--- config.mk ---
export PLATFORM = sky130hd
export DESIGN_NAME = alu_mul_sequencer
export DESIGN_NICKNAME = d
export VERILOG_FILES = /design/src/rtl/alu_mul_sequencer.sv
export SDC_FILE = /design/constraint.sdc
export NUM_CORES = 1
export LEC_CHECK = 0
export CORE_MARGIN = 5
export CORE_UTILIZATION = 48
export DETAILED_ROUTE_END_ITERATION = 8
export MAX_ROUTING_LAYER = met4
export PLACE_DENSITY = 0.81
export SYNTH_ARGS = -nofsm -noshare
export SYNTH_HDL_FRONTEND = slang
export SYNTH_SLANG_ARGS = --single-unit
export TNS_END_PERCENT = 100
--- constraint.sdc ---
create_clock -name clock -period 2.7 [get_ports clock]
set_input_delay 0.54 -clock clock [delete_from_list [all_inputs] [get_ports clock]]
set_output_delay 0.54 -clock clock [all_outputs]
set_load 0.02 [all_outputs]
--- src/rtl/alu_mul_sequencer.sv ---
// alu_mul_sequencer
// -----------------
// Multi-cycle unsigned multiplier that borrows the shared datapath ALU to do
// every add and shift of a shift-and-add multiply. It has no adder or shifter
// of its own. It produces the low WIDTH bits of a_in*b_in, modulo 2^WIDTH.
//
// Ports
//   clock      rising-edge clock
//   reset      asynchronous, active-low reset
//   start      request; only looked at while idle
//   a_in/b_in  multiplicand / multiplier, latched when start is accepted
//   busy       high while the ALU is owned (ADD/SHL/SHR)
//   done       one-cycle pulse; product is valid from here until next start
//   product    result register
//   alu_A/B/FS/C0  ALU operand outputs (zero when not busy)
//   alu_F      ALU result, combinational in the same cycle
//   alu_status ALU flags, not used
//   dbg_state  current FSM state, for observation only
//
// Handshake: start is a level sampled at the clock edge while idle. Requests
// that arrive while busy or during the done cycle are dropped, not queued.
module alu_mul_sequencer #(
  parameter int WIDTH = 64,
  parameter int CNT_W = 7
) (
  input  logic             clock,
  input  logic             reset,
  input  logic             start,
  input  logic [WIDTH-1:0] a_in,
  input  logic [WIDTH-1:0] b_in,
  output logic             busy,
  output logic             done,
  output logic [WIDTH-1:0] product,
  output logic [WIDTH-1:0] alu_A,
  output logic [WIDTH-1:0] alu_B,
  output logic [4:0]       alu_FS,
  output logic             alu_C0,
  input  logic [WIDTH-1:0] alu_F,
  input  logic [3:0]       alu_status,
  output logic [2:0]       dbg_state
);

  typedef enum logic [2:0] {
    S_IDLE = 3'd0,
    S_ADD  = 3'd1,
    S_SHL  = 3'd2,
    S_SHR  = 3'd3,
    S_DONE = 3'd4
  } state_e;

  localparam logic [4:0] FS_ADD = 5'b01000;
  localparam logic [4:0] FS_SHL = 5'b10000;
  localparam logic [4:0] FS_SHR = 5'b10100;
  localparam logic [CNT_W-1:0] LAST_CNT = CNT_W'(WIDTH - 1);

  state_e           state_q;
  logic [WIDTH-1:0] acc_q;
  logic [WIDTH-1:0] mcand_q;
  logic [WIDTH-1:0] mplier_q;
  logic [CNT_W-1:0] cnt_q;
  logic [WIDTH-1:0] product_q;
  logic             busy_q;
  logic             done_q;

  // Flags carry no information for an unsigned low-half multiply.
  logic unused_status;
  assign unused_status = ^alu_status;

  always_ff @(posedge clock or negedge reset) begin
    if (!reset) begin
      state_q   <= S_IDLE;
      acc_q     <= '0;
      mcand_q   <= '0;
      mplier_q  <= '0;
      cnt_q     <= '0;
      product_q <= '0;
      busy_q    <= 1'b0;
      done_q    <= 1'b0;
    end else begin
      done_q <= 1'b0;
      case (state_q)
        S_IDLE: begin
          if (start) begin
            acc_q    <= '0;
            mcand_q  <= a_in;
            mplier_q <= b_in;
            cnt_q    <= '0;
            if (b_in == '0) begin
              // Nothing to add: skip straight to DONE with a zero product.
              state_q   <= S_DONE;
              product_q <= '0;
              done_q    <= 1'b1;
              busy_q    <= 1'b0;
            end else begin
              state_q <= b_in[0] ? S_ADD : S_SHL;
              busy_q  <= 1'b1;
            end
          end
        end
        S_ADD: begin
          acc_q   <= alu_F;
          state_q <= S_SHL;
        end
        S_SHL: begin
          mcand_q <= alu_F;
          state_q <= S_SHR;
        end
        S_SHR: begin
          mplier_q <= alu_F;
          cnt_q    <= cnt_q + CNT_W'(1);
          // alu_F is the shifted multiplier: once it is zero no set bits
          // remain, so stop early instead of walking all WIDTH bits.
          if (alu_F == '0 || cnt_q == LAST_CNT) begin
            state_q   <= S_DONE;
            product_q <= acc_q;
            done_q    <= 1'b1;
            busy_q    <= 1'b0;
          end else begin
            state_q <= alu_F[0] ? S_ADD : S_SHL;
          end
        end
        S_DONE: begin
          state_q <= S_IDLE;
        end
        default: begin
          state_q <= S_IDLE;
          busy_q  <= 1'b0;
        end
      endcase
    end
  end

  // The ALU answers in the same cycle, so its operands are decoded directly
  // from the current state and registers rather than pipelined.
  always_comb begin
    alu_A  = '0;
    alu_B  = '0;
    alu_FS = '0;
    alu_C0 = 1'b0;
    case (state_q)
      S_ADD: begin
        alu_A  = acc_q;
        alu_B  = mcand_q;
        alu_FS = FS_ADD;
      end
      S_SHL: begin
        alu_A  = mcand_q;
        alu_B  = WIDTH'(1);
        alu_FS = FS_SHL;
      end
      S_SHR: begin
        alu_A  = mplier_q;
        alu_B  = WIDTH'(1);
        alu_FS = FS_SHR;
      end
      default: ;
    endcase
  end

  assign busy      = busy_q;
  assign done      = done_q;
  assign product   = product_q;
  assign dbg_state = state_q;

endmodule

# Word-level counts from Yosys, hierarchy flattened
# Index checks and enable logic that the tools add are counted.
[totals]
regBits = 268
inputBits = 199
out_inout_bits = 203
elab_cells = 61
[classes]
add_sub_neg = 1
n_eq_ne = 8
n_mux = 29
bitwise_logic = 1
n_reduce_logical = 14
[ops]
columns = ["cell", "count"]
rows = [
  ["64-bit one-hot mux with 2 select lines", 5],
  ["64-bit 2-to-1 mux", 6],
  ["64-bit one-hot mux with 3 select lines", 1],
  ["64-bit zero test", 2],
  ["5-bit one-hot mux with 3 select lines", 1],
  ["7-bit one-hot mux with 2 select lines", 1],
  ["3-bit one-hot mux with 4 select lines", 1],
  ["3-bit 2-to-1 mux", 3],
  ["7-bit by 1-bit adder with 7-bit output (second input constant)", 1],
  ["7-bit by 6-bit equality test with 1-bit output (second input constant)", 1],
  ["7-bit 2-to-1 mux", 1],
  ["3-bit by 2-bit equality test with 1-bit output (second input constant)", 2],
  ["1-bit 2-to-1 mux", 6],
  ["2-bit != test (second input constant)", 3],
  ["2-bit AND reduction", 3],
  ["2-bit nonzero test", 3],
  ["2-bit 2-to-1 mux", 2],
  ["4-bit AND reduction", 1],
  ["3-bit by 1-bit equality test with 1-bit output (second input constant)", 1],
  ["3-bit equality test (second input constant)", 1],
  ["3-bit zero test", 1],
  ["1-bit one-hot mux with 3 select lines", 1],
  ["3-bit AND reduction", 1],
  ["3-bit OR reduction", 1],
  ["4 further kinds", 4],
]

# Longest topological paths before layout
[logic_depth]
word_depth = 4
depth_mapped = 8
depth_no_buf = 6

# Least setup slack after synthesis
# OpenSTA, ideal clock, no wires.
[synth_timing]
kind = "reg2out"
startpoint = "register state_q[0], in the netlist dbg_state[0]"
endpoint = "output alu_A[0]"
arrival_ns = 1.938
t_required_ns = 2.160
path_slack_ns = 0.222
path_stages_with_launch = 7
path_buffers = 3
path_cell_list = "dfrtp_1 buf_2 buf_1 clkbuf_1 mux2_2 a22oi_1 nor2_1"
[synth_between]
elab_chain_cells = 2
[synth_lines]
columns = ["item", "line", "text"]
rows = [
  ["start, declared", "56", "state_e state_q;"],
  ["start signal, assigned", "95", "state_q <= b_in[0] ? S_ADD : S_SHL;"],
  ["start signal, assigned", "119", "state_q <= alu_F[0] ? S_ADD : S_SHL;"],
  ["3-bit by 2-bit equality test with 1-bit output or 3-bit by 1-bit equality test with 1-bit output (tied branches)", "140", "case (state_q)"],
  ["64-bit one-hot mux with 3 select lines *", "140", ""],
  ["end, declared", "34", "output logic [WIDTH-1:0] alu_A,"],
]
# Every way passes the cells marked *; elsewhere a longest branch is shown, timed or not.

# Worst setup path after layout
[layout_timing]
startpoint = "register state_q[0], in the netlist dbg_state[0]"
endpoint = "output alu_A[17]"
# The elaborated chain is that of the path after synthesis.

==> results_dict.tcl <==
set metrics [dict create \
    end_kind "primary output" \
    post_drt_wl_per_cell_um 23.9 \
    drt-initial-drc-count 1253 \
    ys_seq_elements 268 \
    syn_inst 1453 \
    cp.arrival_ns 2.13 \
    clock_skew_ns 0.0122 \
    clk_latency_ns 0.56 \
    syn2layout_area_growth_pct 45.5 \
    timing.final.crit_share_pct 98.8 \
    clock-sinks 268 \
    timing.fmax_mhz 375 \
    num_rows 62 \
    synth.distinct_cells 42 \
    avgViaCountPerCell 5.96 \
    hold_viol 0 \
    die_w_um 181 \
    design.core.area_mm2 0.0287 \
    status "completed" \
    die-area_mm2 0.0326 \
    cts_tree "built" \
    die_h_um 181 \
    clkTransAtPathRegs_ns 0.05 \
    synth_top_area_share_pct 48.0 \
    final_common_cell "dfrtp_1" \
    grt_max_degree 97 \
    yosys_warnings 0 \
    final_cell_mix "265 x dfrtp_1, 262 x clkdlybuf4s50_1, 204 x nand2_1, 193 x nor2_1, 139 x buf_4" \
    yosysTopAreaCell "dfrtp_1" \
    final-setup-viol-count 0 \
    nets 2129 \
    worstHoldPathType "flop to flop" \
    cp_slowest_cell "dfrtp_4" \
    drc 0 \
    start_kind "flop" \
    cts.path.max_buffers 3 \
    final_util_pct 70.9 \
    numCtsBuffers 31 \
    initial_core_util_pct 48.7 \
    drive_above_1_share_pct 26.4 \
    yosysSeqAreaShare_pct 48.0 \
    tightest_slew_ns 0.739 \
    power_per_cell_area_mw_per_mm2 1080 \
    slowest_delay_ns 0.47 \
    critPathRequiredTime_ns 2.16 \
    ir_drop_v 0.000716 \
    worstPathCellList "buf_12 -> mux2_2 -> a22oi_1 -> nor2_1 -> clkdlybuf4s15_2" \
    placement.setup.worst_slack_ns -0.463 \
    syn_area_per_cell_um2 9.62 \
    pin_count 402 \
    yosys-top-cells-area "dfrtp_1 48%, mux2_2 7.3%, nand2_1 5.5%" \
    power.total_uw 22000 \
    slew_viol_final 0 \
    grt_pass1_wl_um 84900 \
    synth_area_mm2 0.0140 \
    p_leak_uw 0.00960 \
    grt-ovfl-total 0 \
    rsz0062_at_grt "true" \
    htreeDepth 1 \
    setup_ws_ns 0.0326 \
    cap_violations 0 \
    antenna_found_initial 4 \
    port_buffers 394 \
    place_congestion 0.924 \
    vias 13938 \
    relSlewSlack_pct 50.3 \
    fin_hold_ws_ns 0.493 \
    fin_crit_ns 2.67 \
    dp_hpwl_um 36100 \
    criticalPathCategory "flop to primary output" \
    first_global_vias 14259 \
    critPathMaxFanout 25 \
    root_buffer "clkbuf_16" \
    grt_usage_pct 33.8 \
    antenna_left 0 \
    routed_wl_um 55900 \
    first_pass_iters 7 \
]
## area by class of cell
type | instances | area [µm²]
Multi-Input combinational cell | 1059 | 6810
Antenna cell | 4 | 10.0
Timing Repair Buffer | 568 | 5270
Fill cell | 2059 | 8370
Inverter | 1 | 3.75
Clock buffer | 43 | 901
Sequential cell | 268 | 6720
Clock inverter | 11 | 145
Tap cell | 384 | 480
## worst paths after layout
check / slack [ns] / from / depth (start not counted) / end
setup / recovery: 0.03 / dbg_state[0]$_DFFE_PN0P_ / 5 / alu_A[17]
max in group asynchronous: 1.45 / reset / 3 / mcand_q[52]$_DFFE_PN0P_
setup reg to reg: 0.21 / dbg_state[2]$_DFFE_PN0P_ / 7 / mplier_q[59]$_DFFE_PN0P_
hold / removal: 0.49 / mplier_q[63]$_DFFE_PN0P_ / 2 / mplier_q[63]$_DFFE_PN0P_
min in group asynchronous: 0.51 / reset / 2 / mcand_q[56]$_DFFE_PN0P_
hold reg to reg: 0.49 / mplier_q[63]$_DFFE_PN0P_ / 2 / mplier_q[63]$_DFFE_PN0P_
## timing repair
item,4_1_cts,5_1_grt
hold buffers,1,0
setup endpoints to repair,131,130
buffers inserted,17,1
pin swaps,4,1
resized for setup,495,66
endpoints found under the hold margin,52,0
gates cloned,8,1
## per-layer routing
layer  share of wire [%]  GRT usage (%)
met4                 5.7           16.0
met1                  38           43.5
met5                   0              -
met2                  47           52.3
met3                 8.7           5.91
## power breakdown
part / leakage (µW) / internal (µW) / switching [µW] / total [µW]
clock network: 0.000507 / 2600 / 1700 / 4300
registers: 0.00337 / 5470 / 1050 / 6520
logic: 0.00572 / 4590 / 6630 / 11200
total: 0.00960 / 12700 / 9380 / 22000
## metrics by stage
stage / TNS, ns / instances / area, µm²
after floorplan: 0 / 1455 / 14000
after global placement: -27.12 / 2256 / 19300
after detailed placement: -29.52 / 2256 / 19300
after CTS: -0.648 / 2335 / 20500
after global routing: -0.152 / 2338 / 20300
final: 0 / 2338 / 20300
## cell families (layout without fill, tap and decap cells)
family,count (synthesis),in the layout,share of synthesized area (%)
fa+ha+maj,2,2,0.161
buf+inv,128,623,4.20
flops,268,268,48.0
compound gates,336,336,15.1
simple gates,524,524,16.5
xor+xnor,1,1,0.0627
other cells,1,7,0.0268
mux,193,193,16.0
## state kept, by name, summed over array words and instances, names as in the netlist
name	cells
product	64
mcand_q	64
done	1
cnt_q	7
dbg_state	3
mplier_q	64
acc_q	64
busy	1
## critical path, delay by kind of cell (launching register included)
kind | cells | cell delay (ns)
buffers and inverters | 2 | 0.49
DFF | 1 | 0.47
muxes | 1 | 0.36
AOI/OAI and AO/OA | 1 | 0.17
and+or+nand+nor | 1 | 0.06
## cells in the mapped netlist (all sizes together)
master,n
nand4,9
clkinv,1
o22ai,63
nor3b,2
ha,1
maj3,1
nor2b,5
or4b,1
nor4,34
conb,1
a21o,1
o31ai,1
nand3b,1
o21ai,135
o41a,1
xnor2,1
o21a,1
nand3,4
a21oi,3
and3,2
and2,64
nand2,205
nor2,194
dfrtp,268
a21boi,64
a22oi,66
mux2,129
o211ai,1
buf,55
clkbuf,72
nor3,3
mux2i,64
No activity file was read; power rests on OpenSTA's default activity.
